<file path="src/rtl/pipe_pkg.sv">
// Shared pipeline constants: ALU command codes, branch types, MEM control bit positions.
// Latency: n/a (constants only).
// Backpressure: n/a.
package pipe_pkg;

  // EXE_CMD encodings
  localparam logic [3:0] ALU_ADD = 4'b0000;
  localparam logic [3:0] ALU_SUB = 4'b0010;
  localparam logic [3:0] ALU_AND = 4'b0100;
  localparam logic [3:0] ALU_OR  = 4'b0101;
  localparam logic [3:0] ALU_NOR = 4'b0110;
  localparam logic [3:0] ALU_XOR = 4'b0111;
  localparam logic [3:0] ALU_SLL = 4'b1000;
  localparam logic [3:0] ALU_SRA = 4'b1001;
  localparam logic [3:0] ALU_SRL = 4'b1010;

  // Branch_Type encodings
  localparam logic [1:0] BR_NONE = 2'b00;
  localparam logic [1:0] BR_BEZ  = 2'b01;
  localparam logic [1:0] BR_BNE  = 2'b10;
  localparam logic [1:0] BR_JMP  = 2'b11;

  // MEM_Signal = {MEM_R_EN, MEM_W_EN}
  localparam int unsigned MEM_R_BIT = 1;
  localparam int unsigned MEM_W_BIT = 0;

endpackage

</file>
<file path="src/rtl/alu.sv">
// Combinational ALU: add/sub, bitwise logic, shifts by val2[4:0]; unknown codes give 0.
// Latency: 0 cycles (pure combinational).
// Backpressure: none; output follows inputs.
// Ports: val1, val2 operands; EXE_CMD operation; result.
module alu
  import pipe_pkg::*;
#(
  parameter int DATA_W = 32
) (
  input  logic [DATA_W-1:0] val1,
  input  logic [DATA_W-1:0] val2,
  input  logic [3:0]        EXE_CMD,
  output logic [DATA_W-1:0] result
);

  logic [4:0] sh;
  assign sh = val2[4:0];

  always_comb begin
    result = '0;
    case (EXE_CMD)
      ALU_ADD: result = val1 + val2;
      ALU_SUB: result = val1 - val2;
      ALU_AND: result = val1 & val2;
      ALU_OR:  result = val1 | val2;
      ALU_NOR: result = ~(val1 | val2);
      ALU_XOR: result = val1 ^ val2;
      ALU_SLL: result = val1 << sh;
      ALU_SRA: result = DATA_W'($signed(val1) >>> sh);
      ALU_SRL: result = val1 >> sh;
      default: result = '0;
    endcase
  end

endmodule

</file>
<file path="src/rtl/exe_stage.sv">
// Execute stage: ALU, branch resolution back to IF/ID, and the EXE/MEM pipeline register.
// Latency: branch/hazard outputs combinational; ALU_result etc. registered, 1 cycle.
// Backpressure: none; register loads every clk, squash turns the slot into a bubble.
// Ports: ID/EXE operands+control in; branch_taken/branch_addr to IF; exe_dest/exe_wb_en
//        to the hazard unit; ALU_result, ST_val, destOut, MEM_R_EN, MEM_W_EN, WB_ENout to MEM.
module exe_stage
  import pipe_pkg::*;
#(
  parameter int DATA_W = 32,
  parameter int REG_AW = 5
) (
  input  logic              clk,
  input  logic              rst,
  input  logic [DATA_W-1:0] val1,
  input  logic [DATA_W-1:0] val2,
  input  logic [DATA_W-1:0] reg2_in,
  input  logic [DATA_W-1:0] PCIn,
  input  logic [3:0]        EXE_CMD,
  input  logic [1:0]        MEM_Signal,
  input  logic [1:0]        Branch_Type,
  input  logic              WB_ENin,
  input  logic [REG_AW-1:0] destIn,
  input  logic              squashIn,
  output logic              branch_taken,
  output logic [DATA_W-1:0] branch_addr,
  output logic [REG_AW-1:0] exe_dest,
  output logic              exe_wb_en,
  output logic [DATA_W-1:0] ALU_result,
  output logic [DATA_W-1:0] ST_val,
  output logic [REG_AW-1:0] destOut,
  output logic              MEM_R_EN,
  output logic              MEM_W_EN,
  output logic              WB_ENout
);

  logic [DATA_W-1:0] alu_res;
  logic              br_cond;

  alu #(.DATA_W(DATA_W)) u_alu (
    .val1    (val1),
    .val2    (val2),
    .EXE_CMD (EXE_CMD),
    .result  (alu_res)
  );

  always_comb begin
    br_cond = 1'b0;
    case (Branch_Type)
      BR_BEZ:  br_cond = (val1 == '0);
      BR_BNE:  br_cond = (val1 != reg2_in);
      BR_JMP:  br_cond = 1'b1;
      default: br_cond = 1'b0;
    endcase
  end

  // Target is always computed; IF only uses it when branch_taken is set.
  assign branch_addr  = PCIn + val2;
  // A squashed instruction must never redirect fetch, and nothing redirects during reset.
  assign branch_taken = br_cond & ~squashIn & ~rst;
  assign exe_dest     = destIn;
  assign exe_wb_en    = WB_ENin & ~squashIn;

  always_ff @(posedge clk or posedge rst) begin
    if (rst) begin
      ALU_result <= '0;
      ST_val     <= '0;
      destOut    <= '0;
      MEM_R_EN   <= 1'b0;
      MEM_W_EN   <= 1'b0;
      WB_ENout   <= 1'b0;
    end else begin
      // Data fields load unconditionally; only the enables are killed for a bubble.
      ALU_result <= alu_res;
      ST_val     <= reg2_in;
      destOut    <= destIn;
      MEM_R_EN   <= MEM_Signal[MEM_R_BIT] & ~squashIn;
      MEM_W_EN   <= MEM_Signal[MEM_W_BIT] & ~squashIn;
      WB_ENout   <= WB_ENin & ~squashIn;
    end
  end

  // Simultaneous read+write is illegal upstream; track whether it is ever seen.
  cover property (@(posedge clk) disable iff (rst) MEM_Signal == 2'b11);

endmodule

</file>
<file path="config.mk">
export PLATFORM = sky130hd
export DESIGN_NAME = exe_stage
export DESIGN_NICKNAME = d
export VERILOG_FILES = /design/src/rtl/pipe_pkg.sv /design/src/rtl/alu.sv /design/src/rtl/exe_stage.sv
export SDC_FILE = /design/constraint.sdc
export NUM_CORES = 1
export LEC_CHECK = 0
export CORE_MARGIN = 2
export CORE_UTILIZATION = 30
export DETAILED_ROUTE_END_ITERATION = 16
export PLACE_DENSITY = 0.61
export REMOVE_ABC_BUFFERS = 1
export SYNTH_ARGS = -nofsm -noshare
export SYNTH_HDL_FRONTEND = slang
export SYNTH_HIERARCHICAL = 1
export SYNTH_SLANG_ARGS = --single-unit
export TNS_END_PERCENT = 20
</file>
<file path="constraint.sdc">
create_clock -name clk -period 5.7 [get_ports clk]
set_input_delay 0.855 -clock clk [delete_from_list [all_inputs] [get_ports clk]]
set_output_delay 0.855 -clock clk [all_outputs]
set_load 0.005 [all_outputs]
</file>
==> results of run 1 <==
-- worst max-delay path: cells and delay by family --
family	cells	cell delay (ns)
AO/OA/AOI/OAI	5	1.52
XOR/XNOR	1	0.13
adder cells (fa/ha/maj)	2	0.64
buffers and inverters	2	0.95
AND/OR/NAND/NOR	1	0.30
-- state kept, by name, indices dropped and copies added (netlist names) --
name        flops
destOut         5
MEM_W_EN        1
ALU_result     32
WB_ENout        1
MEM_R_EN        1
ST_val         32
-- placed cells by master, fill, tap and decap left out, drive strengths merged, types with 12 or more instances in the layout --
cell,Yosys,final
a21oi,128,128
dfrtp,72,72
nor2b,14,14
mux4,47,47
o31ai,16,16
xnor2,60,60
a21o,21,21
a211oi,36,36
nand2b,12,12
nand4,14,14
nand2,122,122
and2,14,14
o211ai,17,17
o22ai,13,13
inv,93,94
clkdlybuf4s50,0,249
a31oi,16,16
nand3,29,29
mux2,46,46
and3,16,16
buf,56,62
mux2i,60,60
xor2,46,46
nor2,130,130
o21ai,103,103
nor4,21,21
nor3,29,29
ha,128,128
-- cells by family (layout without fill, tap and decap cells) --
family                     after synthesis  count (layout)  share of synthesized area
AOI/OAI and AO/OA                      461             461                      0.240
xor gates and xnor gates               106             106                     0.0739
adders and majority gates              130             130                      0.130
buffers and inverters                  195             422                     0.0684
DFF                                     72              72                      0.142
muxes                                  153             153                      0.175
other                                    0               1                          0
and+or+nand+nor                        442             442                      0.171
-- metrics by stage --
| step | util | std cells |
|---|---|---|
| floorplan | - | 1459 |
| global placement | 0.378 | 2309 |
| detailed placement | 0.378 | 2309 |
| CTS | 0.385 | 2325 |
| global route | 0.385 | 2325 |
| finish | 0.385 | 2326 |
-- how the worst max path moves through the flow --
stage / startpoint / to / cells past startpoint / slack, ns
5_1_grt: PCIn[0] / branch_addr[28] / 11 / 0.25
4_1_cts: PCIn[0] / branch_addr[28] / 11 / 0.42
3_3_place_gp: PCIn[0] / branch_addr[26] / 11 / 0.44
6_report: PCIn[0] / branch_addr[28] / 11 / 0.44
2_1_floorplan: val2[0] / ALU_result[31] / 14 / 1.39
3_5_place_dp: PCIn[0] / branch_addr[26] / 11 / 0.45
-- per-layer routing --
layer / vias up / part of all wire
met1: 6637 / 0.42
met5: - / 0.000091
met4: 2 / 0.034
met3: 108 / 0.087
li1: 6237 / -
met2: 736 / 0.46
-- where the power goes --
group	switching [mW]	internal, mW
registers	0.0166	0.554
clock network	0.260	0.355
logic	0.796	0.685
-- final cells by class --
cell class / instances / area [um2]
fill: 4306 / 25700
multi-input combinational: 1292 / 10000
tap: 539 / 674
antenna: 1 / 2.50
clock buffer: 11 / 243
clock inverter: 5 / 63.8
timing repair buffer: 311 / 2950
inverter: 95 / 358
sequential: 72 / 1800
==> flow_metrics.py, run 1 <==
metrics = {
    "layout": {
        "drive_gt1_frac": 0.108,
        "nets": 2056,
        "fin_area_mm2": 0.0161,
        "synthToLayoutAreaGrowth_pct": 27.1,
    },
    "grt": {
        "grt_pass1_wl_um": 81800,
        "grt_pass1_vias": 13200,
        "grt_use_met1": 0.325,
        "met3_usage": 0.0408,
        "grt_overflow_total": 0,
        "busiest_layer": "met2",
        "grt_usage": 0.244,
        "grt_max_degree": 80,
        "use_met2": 0.398,
        "antenna_found_initial": 1,
    },
    "floorplan": {
        "fp.dieH_um": 209,
        "rows": 75,
        "core-area_mm2": 0.0418,
        "ios": 256,
        "die_area_mm2": 0.0439,
        "die_x_um": 209,
        "initial_core_util": 0.303,
    },
    "clocking": {
        "cts-resized-gates": 0,
        "cts_hold_buf": 0,
        "h-tree-depth": 3,
        "postCtsSetupRepairBufs": 0,
        "cts_tree": "built",
        "path_clk_slew_ns": 0.06,
        "clockBufferDepth": 2,
        "cts_buffers": 9,
        "cts.sinks": 72,
        "cts-root-buf": "clkbuf_16",
    },
    "logic_synthesis": {
        "synth_area_leader_cell": "dfrtp_1",
        "synthArstFlopShare": 1.00,
        "syn_inst": 1559,
        "seq_area_frac_synth": 0.142,
        "synth_top_area_share": 0.142,
        "synth_common_cells": "nor2_1, a21oi_1, ha_1, nand2_1, o21ai_0",
        "ys_warn_count": 6,
        "synth_edf_count": 0,
        "synth_area_leaders": "dfrtp_1, ha_1, mux4_2",
        "syn_avg_cell_area_um2": 8.12,
        "synth-seq-cells": 72,
        "synth_cell_type_count": 92,
        "synth_ff_type": "dfrtp_1",
        "syn_area_mm2": 0.0127,
        "synth.most_common_cell": "nor2_1",
    },
    "timing": {
        "finalCritPeriodShare": 0.923,
        "final-setup-viol-count": 0,
        "fin_ws_ns": 0.441,
        "timing.fmax_mhz": 190,
        "rsz0062_at_grt": "false",
        "period_minus_slack_ns": 5.26,
        "hold_viol": 0,
        "worst_pin_slew_ns": 1.15,
        "timing.hold.ws_ns": 0.928,
        "slew_violations": 0,
        "max_slew_margin": 0.215,
        "finalSetupTns_ns": 0,
    },
    "flow_run": {
        "maxCapViolations": 0,
    },
    "setup_path": {
        "critPathRequiredTime_ns": 4.85,
        "end_kind": "output pin",
        "crit_chain": "clkdlybuf4s50_1, ha_1, fa_1, a21o_1, a311oi_1, o211ai_1, and4_1, o211ai_1, o21a_1, xnor2_1, clkdlybuf4s50_1",
        "critPathLaunchType": "primary input",
        "criticalPathCategory": "in2out",
        "path_max_fanout": 4,
        "crit_path_max_incr_delay_ns": 0.53,
        "crit_arrival_ns": 4.40,
        "worst_path_max_delay_cell": "clkdlybuf4s50_1",
    },
    "place": {
        "place_hpwl_um": 42500,
        "gp_congestion": 0.943,
        "io_buffers": 255,
        "place_ws_ns": 0.453,
        "dpl_cell_area_mm2": 0.0158,
    },
    "pwr": {
        "ir_worst_vdd_uv": 102,
        "power_leakage_nw": 6.75,
        "power.total_mw": 2.67,
        "p_per_area_mw_per_mm2": 166,
    },
    "detailed_routing": {
        "viasPerCell": 5.90,
        "vias": 13700,
        "drc": 0,
        "drtIter0Drc": 1455,
        "drt_first_pass_iters": 5,
        "drt-total-wl_um": 54800,
        "antenna_left": 0,
        "wl_per_cell_um": 23.6,
    },
    "worst_hold_path": {
        "hold_class": "in2async",
    },
    "outcome": {
        "outcome": "completed",
    },
}
(Power assumes the default switching activity.)
==> run 2, diff against run 1 <==
- PLACE_DENSITY: 0.61 -> unset
==> flow_metrics.py, run 2 (synthesis gave the netlist of run 1 again) <==
metrics = {
    "floorplan": {
        "fp.dieH_um": 209,
        "ios": 256,
        "die_area_mm2": 0.0439,
        "die_x_um": 209,
        "rows": 75,
        "initial_core_util": 0.303,
        "core-area_mm2": 0.0418,
    },
    "clocking": {
        "cts-resized-gates": 0,
        "clockBufferDepth": 2,
        "cts.sinks": 72,
        "cts_tree": "built",
        "cts-root-buf": "clkbuf_16",
        "path_clk_slew_ns": 0.06,
        "h-tree-depth": 3,
        "postCtsSetupRepairBufs": 0,
        "cts_hold_buf": 0,
        "cts_buffers": 9,
    },
    "place": {
        "dpl_cell_area_mm2": 0.0158,
        "place_hpwl_um": 41900,
        "gp_congestion": 0.995,
        "place_inst": 2310,
        "io_buffers": 255,
        "place_ws_ns": 0.426,
    },
    "timing": {
        "period_minus_slack_ns": 5.26,
        "finalSetupTns_ns": 0,
        "final-setup-viol-count": 0,
        "finalCritPeriodShare": 0.923,
        "slew_violations": 0,
        "timing.fmax_mhz": 190,
        "timing.hold.ws_ns": 0.922,
        "max_slew_margin": 0.215,
        "fin_ws_ns": 0.438,
        "worst_pin_slew_ns": 1.18,
        "rsz0062_at_grt": "false",
        "hold_viol": 0,
    },
    "layout": {
        "fillers": 4300,
        "synthToLayoutAreaGrowth_pct": 27.0,
        "fin_util": 0.385,
        "nets": 2057,
        "layoutNonFillerInstCount": 2326,
        "multi_input_area_mm2": 0.0100,
        "layout_commonest_cell": "clkdlybuf4s50_1",
        "fin_area_mm2": 0.0161,
        "largestRegisters": "ALU_result: 32 flops, ST_val: 32 flops, destOut: 5 flops",
        "drive_gt1_frac": 0.109,
        "mostFrequentLayoutCells": "clkdlybuf4s50_1, nor2_1, a21oi_1, ha_1, nand2_1",
        "ff_latch_area_mm2": 0.00180,
        "n_antenna_cell": 0,
    },
    "grt": {
        "grt_max_degree": 78,
        "antenna_found_initial": 2,
        "grt_overflow_total": 0,
        "grt_pass1_vias": 13200,
        "grt_pass1_wl_um": 81500,
        "grt_usage": 0.242,
    },
    "detailed_routing": {
        "drtIter0Drc": 1319,
        "drt-total-wl_um": 54300,
        "vias": 13600,
        "viasPerCell": 5.83,
        "antenna_left": 0,
        "drc": 0,
        "wl_per_cell_um": 23.4,
        "drt_first_pass_iters": 8,
    },
    "pwr": {
        "power_leakage_nw": 6.75,
        "pwr-share-comb": 0.568,
        "clkPwrFrac": 0.215,
        "power.total_mw": 2.62,
        "p_per_area_mw_per_mm2": 163,
        "seqPwrFrac": 0.217,
        "netSwitchingFraction": 0.412,
        "internal_power_mw": 1.54,
        "p_sw_mw": 1.08,
        "ir_worst_vdd_uv": 98.0,
    },
    "setup_path": {
        "critPathLaunchType": "primary input",
        "crit_arrival_ns": 4.41,
        "crit_chain": "clkdlybuf4s50_1, ha_1, fa_1, a21o_1, a311oi_1, o211ai_1, and4_1, o211ai_1, o221ai_1, xor2_1, clkdlybuf4s50_1",
        "criticalPathCategory": "in2out",
        "end_kind": "output pin",
        "path_max_fanout": 4,
        "crit_path_max_incr_delay_ns": 0.54,
        "critPathRequiredTime_ns": 4.85,
        "worst_path_max_delay_cell": "clkdlybuf4s50_1",
    },
    "flow_run": {
        "maxCapViolations": 0,
    },
    "worst_hold_path": {
        "hold_class": "in2async",
    },
    "outcome": {
        "outcome": "completed",
    },
}
-- run 2: cell count changes in the layout (fill, tap and decap cells not counted) --
cell / change
clkbuf_8: -1
clkinv_2: +2
bufinv_16: -1
inv_6: +1
diode_2: -1
clkbuf_1: -1
buf_12: +1
-- run 2: worst max-delay path, delay by kind of cell --
family          cells  cell delay, ns
compound gates      5            1.50
xor+xnor            1            0.17
fa+ha+maj           2            0.63
buf+inv             2            0.95
simple gates        1            0.29
-- run 2: worst paths after layout --
| check | cells past startpoint | slack, ns | endpoint | from |
|---|---|---|---|---|
| max in group asynchronous | 3 | 3.82 | ALU_result[30] | rst |
| min in group clk | 1 | 0.97 | ST_val[21] | reg2_in[21] |
| min | 2 | 0.92 | ST_val[28] | rst |
| max | 11 | 0.44 | branch_addr[26] | PCIn[0] |
-- run 2: power by group through the flow --
stage / Sequential, mW / Combinational [mW] / Clock [mW]
after floorplan: 0.582 / 0.755 / 0
after global placement: 0.580 / 1.46 / 0
after detailed placement: 0.580 / 1.47 / 0
after CTS: 0.570 / 1.48 / 0.577
after global routing: 0.574 / 1.61 / 0.595
final: 0.570 / 1.49 / 0.565
-- run 2: final cells by class --
type                       count  area share
clock buffer                   9      0.0140
clock inverter                 7     0.00327
inverter                      95      0.0223
multi-input combinational   1292       0.622
sequential                    72       0.112
tap                          539      0.0419
timing repair buffer         312       0.185
-- run 2: layer usage --
layer / vias up / track usage / part of all wire
met1: 6496 / 0.325 / 0.43
met4: 0 / 0.0901 / 0.036
met2: 722 / 0.387 / 0.45
met3: 102 / 0.0446 / 0.089
li1: 6248 / - / -
met5: - / 0 / 0
==> run 3, diff against run 2 <==
- CORE_UTILIZATION: 30 -> 55
- PLACE_DENSITY: unset -> 0.85
==> flow_metrics.py, run 3 (synthesis gave the netlist of run 1 again) <==
metrics = {
    "setup_path": {
        "critPathRequiredTime_ns": 4.85,
        "criticalPathCategory": "in2out",
        "cp_top_family": "compound AO/OA/AOI/OAI gates",
        "crit_path_max_incr_delay_ns": 0.52,
        "critical_path_depth": 11,
        "path_max_fanout": 4,
        "crit_chain": "clkdlybuf4s50_1, ha_1, fa_1, a21o_1, a311oi_1, o211ai_1, and4_1, o211ai_1, o221ai_1, xor2_1, clkdlybuf4s50_1",
        "crit_end": "branch_addr[26]",
        "worst_path_max_delay_cell": "clkdlybuf4s50_1",
        "cp_num_buf_inv": 2,
        "critPathLaunch": "PCIn[0]",
        "crit_arrival_ns": 4.30,
        "critPathLaunchType": "primary input",
        "end_kind": "output pin",
    },
    "layout": {
        "ff_latch_area_mm2": 0.00180,
        "multi_input_area_mm2": 0.0100,
        "drive_gt1_frac": 0.104,
        "largestRegisters": "ALU_result: 32 flops, ST_val: 32 flops, destOut: 5 flops",
        "nets": 2046,
        "fillers": 1804,
        "layout_commonest_cell": "clkdlybuf4s50_1",
        "mostFrequentLayoutCells": "clkdlybuf4s50_1, nor2_1, a21oi_1, ha_1, nand2_1",
        "n_antenna_cell": 0,
        "synthToLayoutAreaGrowth_pct": 23.9,
    },
    "clocking": {
        "postCtsSetupRepairBufs": 0,
        "cts_hold_buf": 0,
        "cts_tree": "built",
        "clockBufferDepth": 2,
        "cts-root-buf": "clkbuf_16",
        "h-tree-depth": 3,
        "cts_buffers": 9,
        "cts-resized-gates": 0,
        "path_clk_slew_ns": 0.08,
        "cts.sinks": 72,
    },
    "floorplan": {
        "ios": 256,
        "core-area_mm2": 0.0226,
        "fp.dieH_um": 156,
        "rows": 55,
        "die_area_mm2": 0.0242,
        "initial_core_util": 0.559,
        "die_x_um": 156,
    },
    "detailed_routing": {
        "drt_first_pass_iters": 6,
        "viasPerCell": 6.81,
        "drt-total-wl_um": 48900,
        "drtIter0Drc": 1718,
        "drc": 0,
        "wl_per_cell_um": 23.7,
        "vias": 14000,
        "antenna_left": 0,
    },
    "timing": {
        "final-setup-viol-count": 0,
        "worst_pin_slew_ns": 1.07,
        "timing.fmax_mhz": 194,
        "max_slew_margin": 0.286,
        "period_minus_slack_ns": 5.15,
        "finalCritPeriodShare": 0.904,
        "fin_ws_ns": 0.546,
        "finalSetupTns_ns": 0,
        "slew_violations": 0,
        "rsz0062_at_grt": "false",
        "hold_viol": 0,
    },
    "grt": {
        "grt_pass1_vias": 13000,
        "antenna_found_initial": 0,
        "grt_overflow_total": 0,
        "grt_pass1_wl_um": 73800,
        "grt_max_degree": 79,
        "grt_usage": 0.392,
    },
    "pwr": {
        "ir_worst_vdd_uv": 189,
        "power.total_mw": 2.63,
        "p_per_area_mw_per_mm2": 168,
        "power_leakage_nw": 6.69,
    },
    "outcome": {
        "outcome": "completed",
    },
    "place": {
        "place_hpwl_um": 37300,
        "io_buffers": 255,
        "gp_congestion": 1.05,
        "place_ws_ns": 0.564,
    },
    "flow_run": {
        "maxCapViolations": 0,
    },
    "worst_hold_path": {
        "hold_class": "in2async",
    },
}
run 3: power breakdown:
part	internal, mW	total, mW	leakage (nW)	switching [mW]
clock	0.343	0.600	0.139	0.257
sequential	0.554	0.572	0.877	0.0172
combinational	0.682	1.46	5.68	0.776
total	1.58	2.63	6.69	1.05
run 3: how the worst min path moves through the flow:
stage                     from              to  slack, ns  cells past startpoint
finish                     rst  ALU_result[15]       0.93                      2
global route               rst  ALU_result[25]       0.96                      2
CTS                        rst  ALU_result[15]       0.92                      2
detailed placement         rst      ST_val[26]       1.30                      2
global placement           rst      ST_val[26]       1.31                      2
floorplan           reg2_in[0]       ST_val[0]       0.89                      0
run 3: area by class of cell:
class                           instances  share of cell area
Sequential cell                        72               0.115
Clock buffer                            9              0.0144
Multi-Input combinational cell       1292               0.637
Timing Repair Buffer                  301               0.183
Inverter                               95              0.0227
Tap cell                              285              0.0227
Clock inverter                          7             0.00502
run 3: stage by stage:
stage	hold WS [ns]	area, um2	instances	util
floorplan	0.886	12100	1459	-
global placement	1.31	15400	2045	0.680
detailed placement	1.30	15400	2045	0.680
CTS	0.924	15700	2061	0.693
global route	0.964	15700	2061	0.693
finish	0.933	15700	2061	0.693
run 3: per-layer routing:
layer | GRT usage | vias to the layer above | part of all wire
li1 | - | 6236 | -
met1 | 0.501 | 6501 | 0.39
met2 | 0.623 | 1102 | 0.44
met3 | 0.0781 | 199 | 0.11
met4 | 0.211 | 2 | 0.060
met5 | 0 | - | 0.00014
